[src/rtl/uart_pkg.sv]
// Shared UART constants: data width and receive-FIFO default geometry.
package uart_pkg;
  localparam int UART_DATA_W            = 8;
  localparam int UART_RX_FIFO_DEPTH_DEF = 16;
  localparam int UART_RX_FIFO_AF_DEF    = 12;
endpackage

[src/rtl/uart_fifo_ram.sv]
// DEPTH x 8 storage: one synchronous write port, one asynchronous read port, no reset.
module uart_fifo_ram
  import uart_pkg::*;
#(
  parameter int DEPTH = UART_RX_FIFO_DEPTH_DEF,
  parameter int AW    = $clog2(DEPTH)
) (
  input  logic                   i_clock,
  input  logic                   i_we,
  input  logic [AW-1:0]          i_waddr,
  input  logic [UART_DATA_W-1:0] i_wdata,
  input  logic [AW-1:0]          i_raddr,
  output logic [UART_DATA_W-1:0] o_rdata
);
  logic [UART_DATA_W-1:0] r_mem [DEPTH];

  always_ff @(posedge i_clock) begin
    if (i_we) r_mem[i_waddr] <= i_wdata;
  end

  assign o_rdata = r_mem[i_raddr];
endmodule

[src/rtl/uart_rx_fifo.sv]
// Show-ahead receive FIFO behind a UART receiver with sticky overrun flag.
// Define UART_RX_FIFO_STATS_EN to add accepted/dropped byte counters.
module uart_rx_fifo
  import uart_pkg::*;
#(
  parameter int DEPTH     = UART_RX_FIFO_DEPTH_DEF,
  parameter int AF_THRESH = UART_RX_FIFO_AF_DEF
) (
  input  logic                     i_clock,
  input  logic                     i_rst_n,
  input  logic [UART_DATA_W-1:0]   i_rx_byte,
  input  logic                     i_rx_done,
  output logic [UART_DATA_W-1:0]   o_rd_data,
  output logic                     o_rd_valid,
  input  logic                     i_rd_ready,
  output logic [$clog2(DEPTH):0]   o_level,
  output logic                     o_full,
  output logic                     o_empty,
  output logic                     o_almost_full,
  output logic                     o_overrun,
  input  logic                     i_clr_overrun
`ifdef UART_RX_FIFO_STATS_EN
  ,
  output logic [15:0]              o_rx_count,
  output logic [15:0]              o_drop_count
`endif
);
  localparam int AW = $clog2(DEPTH);
  localparam int LW = AW + 1;
  localparam logic [LW-1:0] FULL_LVL = LW'(DEPTH);
  localparam logic [LW-1:0] AF_LVL   = LW'(AF_THRESH);

  logic [AW-1:0] r_wptr, r_rptr;
  logic [LW-1:0] r_level;
  logic          r_overrun;
  logic          w_full, w_empty, w_rd, w_wr, w_drop;

  assign w_full  = (r_level == FULL_LVL);
  assign w_empty = (r_level == '0);
  // A read frees a slot in the same edge, so a full FIFO still accepts a write alongside it.
  assign w_rd    = !w_empty && i_rd_ready;
  assign w_wr    = i_rx_done && (!w_full || w_rd);
  assign w_drop  = i_rx_done && !w_wr;

  uart_fifo_ram #(.DEPTH(DEPTH), .AW(AW)) u_ram (
    .i_clock (i_clock),
    .i_we    (w_wr),
    .i_waddr (r_wptr),
    .i_wdata (i_rx_byte),
    .i_raddr (r_rptr),
    .o_rdata (o_rd_data)
  );

  always_ff @(posedge i_clock or negedge i_rst_n) begin
    if (!i_rst_n) begin
      r_wptr    <= '0;
      r_rptr    <= '0;
      r_level   <= '0;
      r_overrun <= 1'b0;
    end else begin
      if (w_wr) r_wptr <= r_wptr + AW'(1);
      if (w_rd) r_rptr <= r_rptr + AW'(1);
      case ({w_wr, w_rd})
        2'b10:   r_level <= r_level + LW'(1);
        2'b01:   r_level <= r_level - LW'(1);
        default: r_level <= r_level;
      endcase
      // Drop takes priority so a coincident clear cannot hide a fresh loss.
      if (w_drop)             r_overrun <= 1'b1;
      else if (i_clr_overrun) r_overrun <= 1'b0;
    end
  end

`ifdef UART_RX_FIFO_STATS_EN
  logic [15:0] r_rx_count, r_drop_count;

  always_ff @(posedge i_clock or negedge i_rst_n) begin
    if (!i_rst_n) begin
      r_rx_count   <= '0;
      r_drop_count <= '0;
    end else begin
      if (w_wr)   r_rx_count   <= r_rx_count + 16'd1;
      if (w_drop) r_drop_count <= r_drop_count + 16'd1;
    end
  end

  assign o_rx_count   = r_rx_count;
  assign o_drop_count = r_drop_count;
`endif

  assign o_level       = r_level;
  assign o_full        = w_full;
  assign o_empty       = w_empty;
  assign o_almost_full = (r_level >= AF_LVL);
  assign o_rd_valid    = !w_empty;
  assign o_overrun     = r_overrun;
endmodule

[config.mk]
export PLATFORM = sky130hd
export DESIGN_NAME = uart_rx_fifo
export DESIGN_NICKNAME = d
export VERILOG_FILES = /design/src/rtl/uart_pkg.sv /design/src/rtl/uart_fifo_ram.sv /design/src/rtl/uart_rx_fifo.sv
export SDC_FILE = /design/constraint.sdc
export NUM_CORES = 1
export LEC_CHECK = 0
export ABC_AREA = 1
export CELL_PAD_IN_SITES_DETAIL_PLACEMENT = 0
export CELL_PAD_IN_SITES_GLOBAL_PLACEMENT = 2
export CORE_ASPECT_RATIO = 2
export CORE_MARGIN = 8
export CORE_UTILIZATION = 39
export DETAILED_ROUTE_END_ITERATION = 16
export PLACE_DENSITY = 0.88
export SYNTH_ARGS = -nofsm -noshare
export SYNTH_HDL_FRONTEND = slang
export SYNTH_HIERARCHICAL = 1
export SYNTH_SLANG_ARGS = --single-unit
[constraint.sdc]
create_clock -name i_clock -period 2.2 [get_ports i_clock]
set_input_delay 0.33 -clock i_clock [delete_from_list [all_inputs] [get_ports i_clock]]
set_output_delay 0.33 -clock i_clock [all_outputs]
set_load 0.05 [all_outputs]
---- Yosys cells after proc, flatten, opt, wreduce, memory -nomap -nowiden ----
Memories as Yosys holds them, arrays and structs flattened.
Cells that the tools add are included.
W data, S select, Z words.
word-level totals
  register bits after elaboration ......... 14
  RAM bits ................................ 128
  input bits .............................. 13
  output and inout bits ................... 18
  word-level logic and storage cells ...... 28
  memories kept ........................... 1
cells by class
  add/subtract/negate cells ............... 4
  magnitude comparators ................... 1
  equal/unequal tests ..................... 3
  muxes and demuxes ....................... 5
  reduce and logical (&&, ||, !) cells .... 10
memories
  memory       words  bits a word  read ports  clocked after memory_dff  write ports  line                 text
  u_ram.r_mem  16     8            1           0                         1            uart_fifo_ram.sv:15  logic [UART_DATA_W-1:0] r_mem [DEPTH];
operator list
  operator               count
  $pmux W5 S2            1
  $add A4 B1 Y4 const B  2
  $add A5 B1 Y5 const B  1
  $eq A5 B5 Y1 const B   1
  $ge A5 B4 Y1 const B   1
  $logic_not A5 Y1       1
  $sub A5 B1 Y5 const B  1
  $mux W1                4
  $reduce_bool A2 Y1     2
  $logic_and A1 B1 Y1    3
  $logic_not A1 Y1       3
  $eq A2 B1 Y1 const B   1
  $eq A2 B2 Y1 const B   1
  $logic_or A1 B1 Y1     1

---- Logic depth before layout (Yosys ltp) ----
  depth after elaboration ................. 8
  mapped depth ............................ 13
  mapped depth without buffers ............ 13

---- Hierarchy ----
The synthesis kept the hierarchy.
by module, submodules not included
  module         times used  cells each  area each (um^2)  seq. area each (um^2)
  uart_fifo_ram  1           543         5606.6            3843.7
  uart_rx_fifo   1           104         855.8             350.3

---- Worst setup path after synthesis ----
Ideal clock, no wire load.
  path type ............................... register to register
  from .................................... register r_level[1] (netlist: o_level[1])
  to ...................................... register r_level[4] (netlist: o_level[4])
  library setup time ...................... 118 ps
  data arrival time ....................... 2442 ps
  data required time ...................... 2082 ps
  slack ................................... -360 ps
  stages on the path, launching flop included .. 13
  buffers on the path ..................... 0
  period minus slack after synthesis ...... 2560 ps
  cell sequence ........................... dfrtp_1 nor2_2 nand3_2 nand2_4 inv_2 ha_1 fa_1 nand3_1 nand3_1 nand2_1 nand2_1 nand2_1 nand2_1
between the ends
  cells in the longest elaborated chain, start to end .. 7
  elaborated cells on any way between the ends .. 13
  classes of those cells .................. add/sub: 2; eq/ne: 3; mux: 1; reduce/logical: 7
RTL lines
  element                                                   line                text
  start: declaration                                        uart_rx_fifo.sv:34  logic [LW-1:0] r_level;
  start signal: assignment                                  uart_rx_fifo.sv:64  2'b10: r_level <= r_level + LW'(1);
  start signal: assignment                                  uart_rx_fifo.sv:65  2'b01: r_level <= r_level - LW'(1);
  start signal: assignment                                  uart_rx_fifo.sv:66  default: r_level <= r_level;
  $logic_not A5 Y1 *                                        uart_rx_fifo.sv:39  assign w_empty = (r_level == '0);
  $logic_not A1 Y1 *                                        --
  via o_rd_valid                                            uart_rx_fifo.sv:14  output logic o_rd_valid,
  $logic_and A1 B1 Y1 *                                     uart_rx_fifo.sv:41  assign w_rd = !w_empty && i_rd_ready;
  via w_rd                                                  uart_rx_fifo.sv:36  logic w_full, w_empty, w_rd, w_wr, w_drop;
  $logic_or A1 B1 Y1                                        uart_rx_fifo.sv:42  assign w_wr = i_rx_done && (!w_full || w_rd);
  $logic_and A1 B1 Y1                                       uart_rx_fifo.sv:42
  $eq A2 B1 Y1 / $eq A2 B2 Y1 (equally long branches)       uart_rx_fifo.sv:63  case ({w_wr, w_rd})
  $pmux W5 S2 / $reduce_bool A2 Y1 (equally long branches)  --
The timed path passes the listed nets; every way through them passes the cells marked *.
A chain may end at the register's enable or synchronous reset.

---- Worst setup path after layout ----
  from .................................... register r_rptr[0]
  to ...................................... output o_rd_data[0]
between the ends
  cells in the longest elaborated chain, start to end .. 1
RTL lines
  element                   line                text
  start: declaration        uart_rx_fifo.sv:33  logic [AW-1:0] r_wptr, r_rptr;
  start signal: assignment  uart_rx_fifo.sv:62  if (w_rd) r_rptr <= r_rptr + AW'(1);
  $mem_v2 Z16 W8            --
  end: declaration          uart_rx_fifo.sv:13  output logic [UART_DATA_W-1:0] o_rd_data,
No other way between the ends.

==> flow_summary_export.csv <==
group,metric,value,unit
logic_synthesis,synth_ff_type,"edfxtp_1",
logic_synthesis,synth.most_common_cell,"nand2_1",
grt,grt_first_pass_wirelength,24.7,mm
logic_synthesis,syn-cell-area,0.00646,mm2
logic_synthesis,yosys.area.top_type_share,59.5,%
route,wl,15.8,mm
logic_synthesis,synth.area.mux_share,0,%
logic_synthesis,ys_top_cells_by_area,"edfxtp_1 59%, nand2_1 12%, nand3_1 8.3%, inv_1 6.3%, dfrtp_1 5.4%",
place,io_buffers,30,
critical_path,critPathRequiredTime,1.87,ns
die,die_h,198,um
critical_path,critPathCaptureType,"output port",
grt,gr-total-overflow,0,
die,initial_core_util,39.7,%
logic_synthesis,syn_avg_cell_area,9.99,um2
sta,relSlewSlack,53.8,%
power,combPwrFrac,46.8,%
route,antenna_left,0,
layout,antenna_cells,0,
sta,finalSetupViolations,0,
sta,max_slew.worst_pin.slew,0.692,ns
power,p_seq_share,29.2,%
logic_synthesis,synth-compound-area-share,0.387,%
logic_synthesis,yosysTopAreaCell,"edfxtp_1",
die,pin_count,31,
route,viasPerCell,4.86,
sta,clock_skew,0.0101,ns
power,p_total,12.1,mW
power,p_sw_share,39.3,%
sta,clock.fmax,457,MHz
logic_synthesis,synth-seq-cells,142,
layout,area_delta_synth_final,28.4,%
logic_synthesis,synth_fa_ha_area_share,1.47,%
grt,gr-usage-all-layers,15.9,%
run,maxCapViolations,0,
sta,hold_violations,0,
logic_synthesis,netlist_instances,647,
logic_synthesis,synthesis.nets,667,
route,avgRoutedWirePerCell,16.8,um
critical_path,cp-start-kind,"register",
power,intPower,7.36,mW
place,dp_hpwl,10.6,mm
grt,grt_max_degree,33,
place,dp.cells,895,
die,core,0.0163,mm2
clock_tree,cts_hold_buf,0,
place,place_congestion,0.833,
logic_synthesis,synth-edff-count,128,
die,die_w,107,um
layout,final_cells,935,
die,rows,66,
hold_path,hp-class,"input pin to asynchronous set/reset pin",
sta,post-route-period-util,99.5,%
logic_synthesis,postSynth.asyncResetShare,9.86,%
logic_synthesis,synth_simple_gate_area_share,23.2,%
clock_tree,htreeDepth,4,
grt,antenna_found_initial,0,
logic_synthesis,ys_seq_area_share,64.9,%
power,p_clk_share,24.0,%
logic_synthesis,synthTopCellsByCount,"211 x nand2_1, 128 x edfxtp_1, 108 x inv_1, 107 x nand3_1, 20 x nor2_1",
layout,nets,738,
route,drc,0,
critical_path,worstPathArrival,1.86,ns
critical_path,critPathKind,"register to output port",
logic_synthesis,synth_xor_area_share,0.949,%
sta,slew_violations,0,
power,switching_power,4.76,mW
clock_tree,cts_buffers,17,
layout,drive_gt1_share,22.0,%
critical_path,critPathMaxFanout,5,
logic_synthesis,yosysWarningCount,6,
grt,grt_pass1_vias,4692,
clock_tree,cts_sinks,142,
clock_tree,cts_tree,"yes",
power,p_per_area,1460,mW/mm2
clock_tree,clk_pin_slew,0.06,ns
die,dieArea,0.0212,mm2
clock_tree,clk_latency,0.42,ns
sta,fin_crit,2.19,ns
route,drt_iter0_markers,169,
status,status,"complete, no violations",
route,num_vias,4547,
logic_synthesis,synthDistinctLibCells,25,
clock_tree,cts_root_buffer,"clkbuf_16",
sta,rsz0062_at_grt,"true",
power,leakage,3.62,nW
power,peakVddDrop,0.872,mV
route,firstDrtPassIters,4,
clock_tree,clk_path_buf_depth,2,
logic_synthesis,synth_top_family_by_area,"simple AND/OR/NAND/NOR gates",
-- metal layers --
metal / vias up / share of wire (%) / GRT usage, %
met3: 42 / 3.4 / 3.55
met2: 110 / 55 / 29.0
met5: - / 0 / 0
met1: 2174 / 35 / 15.0
met4: 0 / 6.0 / 11.2
li1: 2221 / - / -
-- power groups by stage --
stage | combinational, mW | sequential (mW) | clock, mW
floorplan | 2.95 | 3.67 | 0
global placement | 4.88 | 3.56 | 0
detailed placement | 4.92 | 3.57 | 0
CTS | 5.55 | 3.53 | 2.97
global route | 6.11 | 3.58 | 3.07
finish | 5.67 | 3.54 | 2.91
-- state kept, by name, summed over array words and instances (netlist names) --
register	count
o_level	5
r_wptr	4
r_rptr	4
o_overrun	1
u_ram/r_mem	128
-- metrics by stage --
| stage | TNS (ns) | util [%] | setup slack, ns | hold slack (ns) | instance area (um2) |
|---|---|---|---|---|---|
| floorplan | 0 | - | 0.00983 | 0.0344 | 6490 |
| global placement | 0 | 44.6 | 0.0792 | 0.519 | 7260 |
| detailed placement | 0 | 44.6 | 0.0371 | 0.530 | 7260 |
| CTS | 0 | 50.2 | 0.00213 | 0.339 | 8170 |
| global route | -0.647 | 51.0 | -0.100 | 0.372 | 8300 |
| finish | 0 | 51.0 | 0.0116 | 0.325 | 8300 |
-- critical path: stages, from the launching register on --
cell and delay (ns):
dfrtp_2 0.44, clkinv_4 0.13, buf_12 0.16, clkbuf_16 0.16, nand2_2 0.05, nand2_1 0.04
nand2_1 0.07, nand3_2 0.10, nand3_2 0.07, nand2_2 0.07, buf_12 0.15
-- layout by cell type, fill, tap and decap left out, drive strengths merged --
master,count
nand2,213
nor2,22
xnor2,5
dlygate4sd2,2
ha,6
inv,110
clkinv,5
dfrtp,14
xor2,2
clkinvlp,4
nand4,2
nand3b,4
nand3,108
a21oi,2
fa,1
bufinv,3
clkbuf,23
edfxtp,128
o21ai,3
buf,56
clkdlybuf4s50,18
-- cells by family (layout without fill, tap and decap cells) --
logic type | count (synthesis) | count (layout)
flops | 142 | 142
xor+xnor | 7 | 7
simple gates | 349 | 349
compound gates | 5 | 5
fa+ha+maj | 7 | 7
buf+inv | 137 | 221
-- worst paths after layout --
kind	from	endpoint	slack (ns)	cells after the start
max	r_rptr[0]$_DFFE_PN0P_	o_rd_data[0]	0.01	10
min	i_rst_n	o_level[3]$_DFFE_PN0P_	0.32	1
max reg2reg	o_level[0]$_DFFE_PN0P_	o_level[3]$_DFFE_PN0P_	0.19	10
min reg2reg	o_overrun$_DFFE_PN0P_	o_overrun$_DFFE_PN0P_	0.53	2
max in group asynchronous	i_rst_n	r_rptr[0]$_DFFE_PN0P_	1.40	1
min in group i_clock	i_clr_overrun	o_overrun$_DFFE_PN0P_	0.47	2
-- area by class of cell --
| class | instances | area (um2) |
|---|---|---|
| Fill cell | 1434 | 7970 |
| Timing Repair Buffer | 77 | 861 |
| Sequential cell | 142 | 4200 |
| Tap cell | 204 | 255 |
| Multi-Input combinational cell | 368 | 1940 |
| Inverter | 112 | 429 |
| Clock inverter | 10 | 136 |
| Clock buffer | 22 | 474 |
-- timing repair --
item,4_1_cts,5_1_grt
pin swaps,3,8
gates cloned,3,1
endpoints found under the setup margin,10,8
gates resized for setup,41,30
buffers inserted,5,0
No activity file was read; power rests on OpenSTA's default activity.
